`config.mk`:
```
export PLATFORM = sky130hd
export DESIGN_NAME = seg_display_scan
export DESIGN_NICKNAME = d
export VERILOG_FILES = /design/src/rtl/seg_display_scan.sv
export SDC_FILE = /design/constraint.sdc
export NUM_CORES = 1
export LEC_CHECK = 0
export CAP_MARGIN = 40
export CORE_MARGIN = 3
export CORE_UTILIZATION = 44
export DETAILED_ROUTE_END_ITERATION = 10
export GPL_TIMING_DRIVEN = 0
export PLACE_DENSITY = 0.7
export SYNTH_ARGS = -nofsm -noshare
export SYNTH_HDL_FRONTEND = slang
export SYNTH_SLANG_ARGS = --single-unit
```
`constraint.sdc`:
```
create_clock -name clk -period 1.95 [get_ports clk]
set_input_delay 0.39 -clock clk [delete_from_list [all_inputs] [get_ports clk]]
set_output_delay 0.39 -clock clk [all_outputs]
set_load 0.05 [all_outputs]
```
`src/rtl/seg_display_scan.sv`:
```
// rtl/seg_display_scan.sv - time-multiplexed 4-digit common-anode seven-segment scan driver
// Optional display flashing is compiled in when the macro SEG_BLINK_EN is defined.
module seg_display_scan #(
    parameter int DIV          = 100000,
    parameter int BLANK        = 1000,
    parameter int BLINK_FRAMES = 125
) (
    input  logic            clk,
    input  logic            rst,
    input  logic            en,
    input  logic            blink,
    input  logic [3:0][6:0] digits,
    output logic [3:0]      an,
    output logic [6:0]      seg,
    output logic            dp
);

    localparam int            CW        = (DIV > 1) ? $clog2(DIV) : 1;
    localparam logic [CW-1:0] CNT_LAST  = CW'(DIV - 1);
    localparam logic [CW-1:0] CNT_BLANK = CW'(BLANK);

    logic [CW-1:0]   r_cnt;
    logic [1:0]      r_idx;
    logic [3:0][6:0] r_shadow;
    logic [3:0]      r_an;
    logic [6:0]      r_seg;

    logic            w_slot_end;
    logic            w_frame_end;
    logic            w_suppress;
    logic            w_dark;
    logic [3:0]      w_an_next;
    logic [6:0]      w_seg_next;

    assign w_slot_end  = (r_cnt == CNT_LAST);
    assign w_frame_end = w_slot_end && (r_idx == 2'd3);

`ifdef SEG_BLINK_EN
    localparam int            FW          = (BLINK_FRAMES > 1) ? $clog2(BLINK_FRAMES) : 1;
    localparam logic [FW-1:0] FRAMES_LAST = FW'(BLINK_FRAMES - 1);

    logic [FW-1:0] r_frames;
    logic          r_phase;

    // Count completed frames; the blink phase flips every BLINK_FRAMES frames regardless of blink
    always_ff @(posedge clk or posedge rst) begin
        if (rst) begin
            r_frames <= '0;
            r_phase  <= 1'b0;
        end else if (!en) begin
            r_frames <= '0;
            r_phase  <= 1'b0;
        end else if (w_frame_end) begin
            if (r_frames == FRAMES_LAST) begin
                r_frames <= '0;
                r_phase  <= ~r_phase;
            end else begin
                r_frames <= r_frames + FW'(1);
            end
        end
    end

    assign w_suppress = blink && r_phase;
`else
    logic w_unused_blink;

    assign w_unused_blink = blink;
    assign w_suppress     = 1'b0;
`endif

    // Slot prescaler and digit index; disabling parks the scan at slot 0, count 0
    always_ff @(posedge clk or posedge rst) begin
        if (rst) begin
            r_cnt <= '0;
            r_idx <= 2'd0;
        end else if (!en) begin
            r_cnt <= '0;
            r_idx <= 2'd0;
        end else if (w_slot_end) begin
            r_cnt <= '0;
            r_idx <= r_idx + 2'd1;
        end else begin
            r_cnt <= r_cnt + CW'(1);
        end
    end

    // Capture the whole pattern bus once per frame so no digit tears mid-scan
    always_ff @(posedge clk or posedge rst) begin
        if (rst) begin
            r_shadow <= '1;
        end else if (en && w_frame_end) begin
            r_shadow <= digits;
        end
    end

    // Decode the current slot: dark while disabled, in the anti-ghosting gap, or blink-suppressed
    always_comb begin
        w_dark     = (!en) || (r_cnt < CNT_BLANK) || w_suppress;
        w_an_next  = 4'b1111;
        w_seg_next = 7'h7F;
        if (!w_dark) begin
            w_an_next  = ~(4'b0001 << r_idx);
            w_seg_next = r_shadow[r_idx];
        end
    end

    // Register the pins so anode and segment lines change together, glitch-free
    always_ff @(posedge clk or posedge rst) begin
        if (rst) begin
            r_an  <= 4'b1111;
            r_seg <= 7'h7F;
        end else begin
            r_an  <= w_an_next;
            r_seg <= w_seg_next;
        end
    end

    assign an  = r_an;
    assign seg = r_seg;
    assign dp  = 1'b1;

endmodule

```
==> run summary <==
Post-CTS Hold Buffers: 0
reg2reg end: r_shadow[25]
max_cap viols: 0
max_slew headroom: 0.493
#FFs+latches synth: 58
CP max-delay cell: dfrtp_1
final cell count without fillers: 326
Post-layout nets: 287
Psw: 0.530 mW
root buffer cell: clkbuf_8
CP required: 2.21 ns
Hold Violations, Final: 0
die area: 7030 µm²
RSZ-0062 raised after global routing: no
GRT Total Usage: 0.161
Crit path max-delay family: simple AND/OR/NAND/NOR gates
Int Power: 1.93 mW
hpwl dp: 3480 µm
vias per cell: 5.28
grt ovf: 0
fin crit period: 1.87 ns
register share of total power: 0.495
io pins: 44
DRT Wirelength: 5040 µm
Main synth FF type: dfstp_2
largest net degree at the start of global routing: 37
synthesized area: 2670 µm²
worst slack, placed: -0.117 ns
Lkg Pwr: 1.36 nW
Initial Utilization: 0.470
die extent in x: 83.8 µm
Yosys top cell area share: 0.384
Core Util, Final: 0.598
VDD IR max: 471 µV
vias in the first global route: 1802
EDFF count, synth: 0
fmax: 535 MHz
Die Y: 83.8 µm
R2R setup slack: 0.08 ns
Worst-path clk slew: 0.06 ns
Post-DRT Antenna Nets: 0
routed via count: 1721
first-pass GRT wire length: 8880 µm
Post-Syn Area per Cell: 13.7 µm²
H-tree levels: 3
Slew Limit Fails: 0
layout cells sized above 1: 0.406
Yosys warning count: 0
synthesis-to-finish area growth: 27.3%
TritonCTS buffer count: 9
RePlAce Congestion: 0.842
Yosys cell types: 37
Final setup viols: 0
CP Capture Type: flip-flop
maximum net fanout on the critical path: 10
asr flop ratio synth: 1.00
startpoint types: flip-flop
Starting DRT DRC Count: 88
worst path bufs/invs: 1
WS Path Type: reg -> reg
CTS tree: done
clk buf depth: 2
top post-synthesis cells by area: dfstp_2, dfrtp_1, mux2_2, mux4_2, xnor2_1
Worst-Skew Late Latency: 0.34 ns
clock sinks: 58
port bufs: 41
crit-path max cell delay: 0.40 ns
Filler Cell Count: 488
crit share post-route: 0.959
status: completed
sw frac: 0.215
R2R depth: 6
WL/cell: 15.5 µm
dpl cells: 309
syn_nets: 232
worst clock skew: 0.00985 ns
top-count cell post-synth: dfstp_2
core area: 5680 µm²
sequential element share of the synthesized area: 0.563
critical path cell sequence: ha_2, and4_4, nand4_4, nor2_8, buf_6, mux2_2
pwr dens: 725 nW/µm²
Gate power share: 0.045
drc violations: 0
min-delay worst type: in -> async
Worst-Margin Slew: 0.761 ns
WP data arrival: 2.13 ns
Initial DRT Pass Iterations: 4
setup ws final: 0.0795 ns
Diodes inserted: 0
synthesized instance count: 195
TNS Setup: 0 ns
commonest cells in the synthesized netlist: dfstp_2, mux2_2, dfrtp_1, nor2_1, nand2_1
area leader, netlist: dfstp_2
# rows: 27
worst reg2reg path startpoint: r_cnt[0]
initial antenna violation count: 0
clock share of power: 0.460
[final cells by class]
cell class | instances | area [µm²] | share of cell area
Clock inverter | 5 | 51.3 | 0.0151
Multi-Input combinational cell | 126 | 1110 | 0.327
Sequential cell | 58 | 1500 | 0.442
Tap cell | 72 | 90.1 | 0.0265
Timing Repair Buffer | 44 | 432 | 0.127
Clock buffer | 10 | 149 | 0.0439
Buffer | 7 | 47.5 | 0.0140
Inverter | 4 | 15.0 | 0.00442
[power groups by stage]
stage | sequential [mW] | clock (mW) | combinational [mW]
floorplan | 1.24 | 0 | 0.0347
global route | 1.22 | 1.22 | 0.122
finish | 1.22 | 1.13 | 0.110
detailed placement | 1.24 | 0 | 0.113
global placement | 1.24 | 0 | 0.106
CTS | 1.22 | 1.15 | 0.113
[cell usage in the layout, fill, tap and decap left out, types with 4 or more instances in the layout]
| master | synthesis | final |
|---|---|---|
| nand3_1 | 6 | 6 |
| mux4_2 | 7 | 7 |
| xnor2_1 | 9 | 9 |
| mux2_2 | 27 | 27 |
| clkbuf_8 | 0 | 9 |
| dfrtp_1 | 19 | 19 |
| nor2_1 | 14 | 14 |
| ha_1 | 5 | 4 |
| nor3_1 | 4 | 4 |
| nand4_1 | 5 | 5 |
| nand2_1 | 10 | 10 |
| dfstp_2 | 39 | 39 |
| and2_1 | 4 | 4 |
| nand2b_1 | 7 | 7 |
| dlygate4sd2_1 | 0 | 11 |
| xor2_1 | 4 | 4 |
| clkdlybuf4s50_1 | 0 | 30 |
[registers in the layout (all words and copies together), names as in the netlist]
register and cells:
r_cnt 17, r_idx 2, seg 7, an 4
r_shadow 28
[stage by stage]
stage / hold WS [ns] / power, mW / instance area, µm²
3_3_place_gp: 0.474 / 1.34 / 3170
5_1_grt: 0.430 / 2.56 / 3390
4_1_cts: 0.413 / 2.49 / 3390
3_5_place_dp: 0.484 / 1.35 / 3190
6_report: 0.401 / 2.46 / 3390
2_1_floorplan: 0.455 / 1.27 / 2670
[cells by family after synthesis]
group	count (synthesis)	synth area share
adders and majority gates	5	0.0235
xor gates and xnor gates	13	0.0427
and+or+nand+nor	64	0.147
DFF	58	0.563
buffers and inverters	11	0.0235
muxes	36	0.181
other	1	0.00141
AOI/OAI and AO/OA	7	0.0178
[how the worst max path moves through the flow]
stage                         from            to  depth (start not counted)
after global routing      r_idx[0]      r_idx[1]                          5
after detailed placement        en  r_shadow[25]                          5
final                     r_cnt[0]  r_shadow[25]                          6
after floorplan           r_cnt[0]   r_shadow[0]                          6
after CTS                 r_cnt[0]  r_shadow[25]                          6
after global placement         rst      r_idx[1]                          2
[per-layer routing]
metal / wire length, µm / global-route usage / up-vias
li1: - / - / 805
met1: 2260 / 0.206 / 860
met2: 2440 / 0.257 / 47
met3: 236 / 0.0424 / 9
met4: 102 / 0.0702 / 0
met5: 0 / 0 / -
[what timing repair did]
action | CTS | global route
resized for setup | 12 | 3
setup buffers | 2 | 0
pin swaps | 1 | 0
endpoints found under the setup margin | 31 | 39
Note: power is estimated with default switching activity, not from simulation.
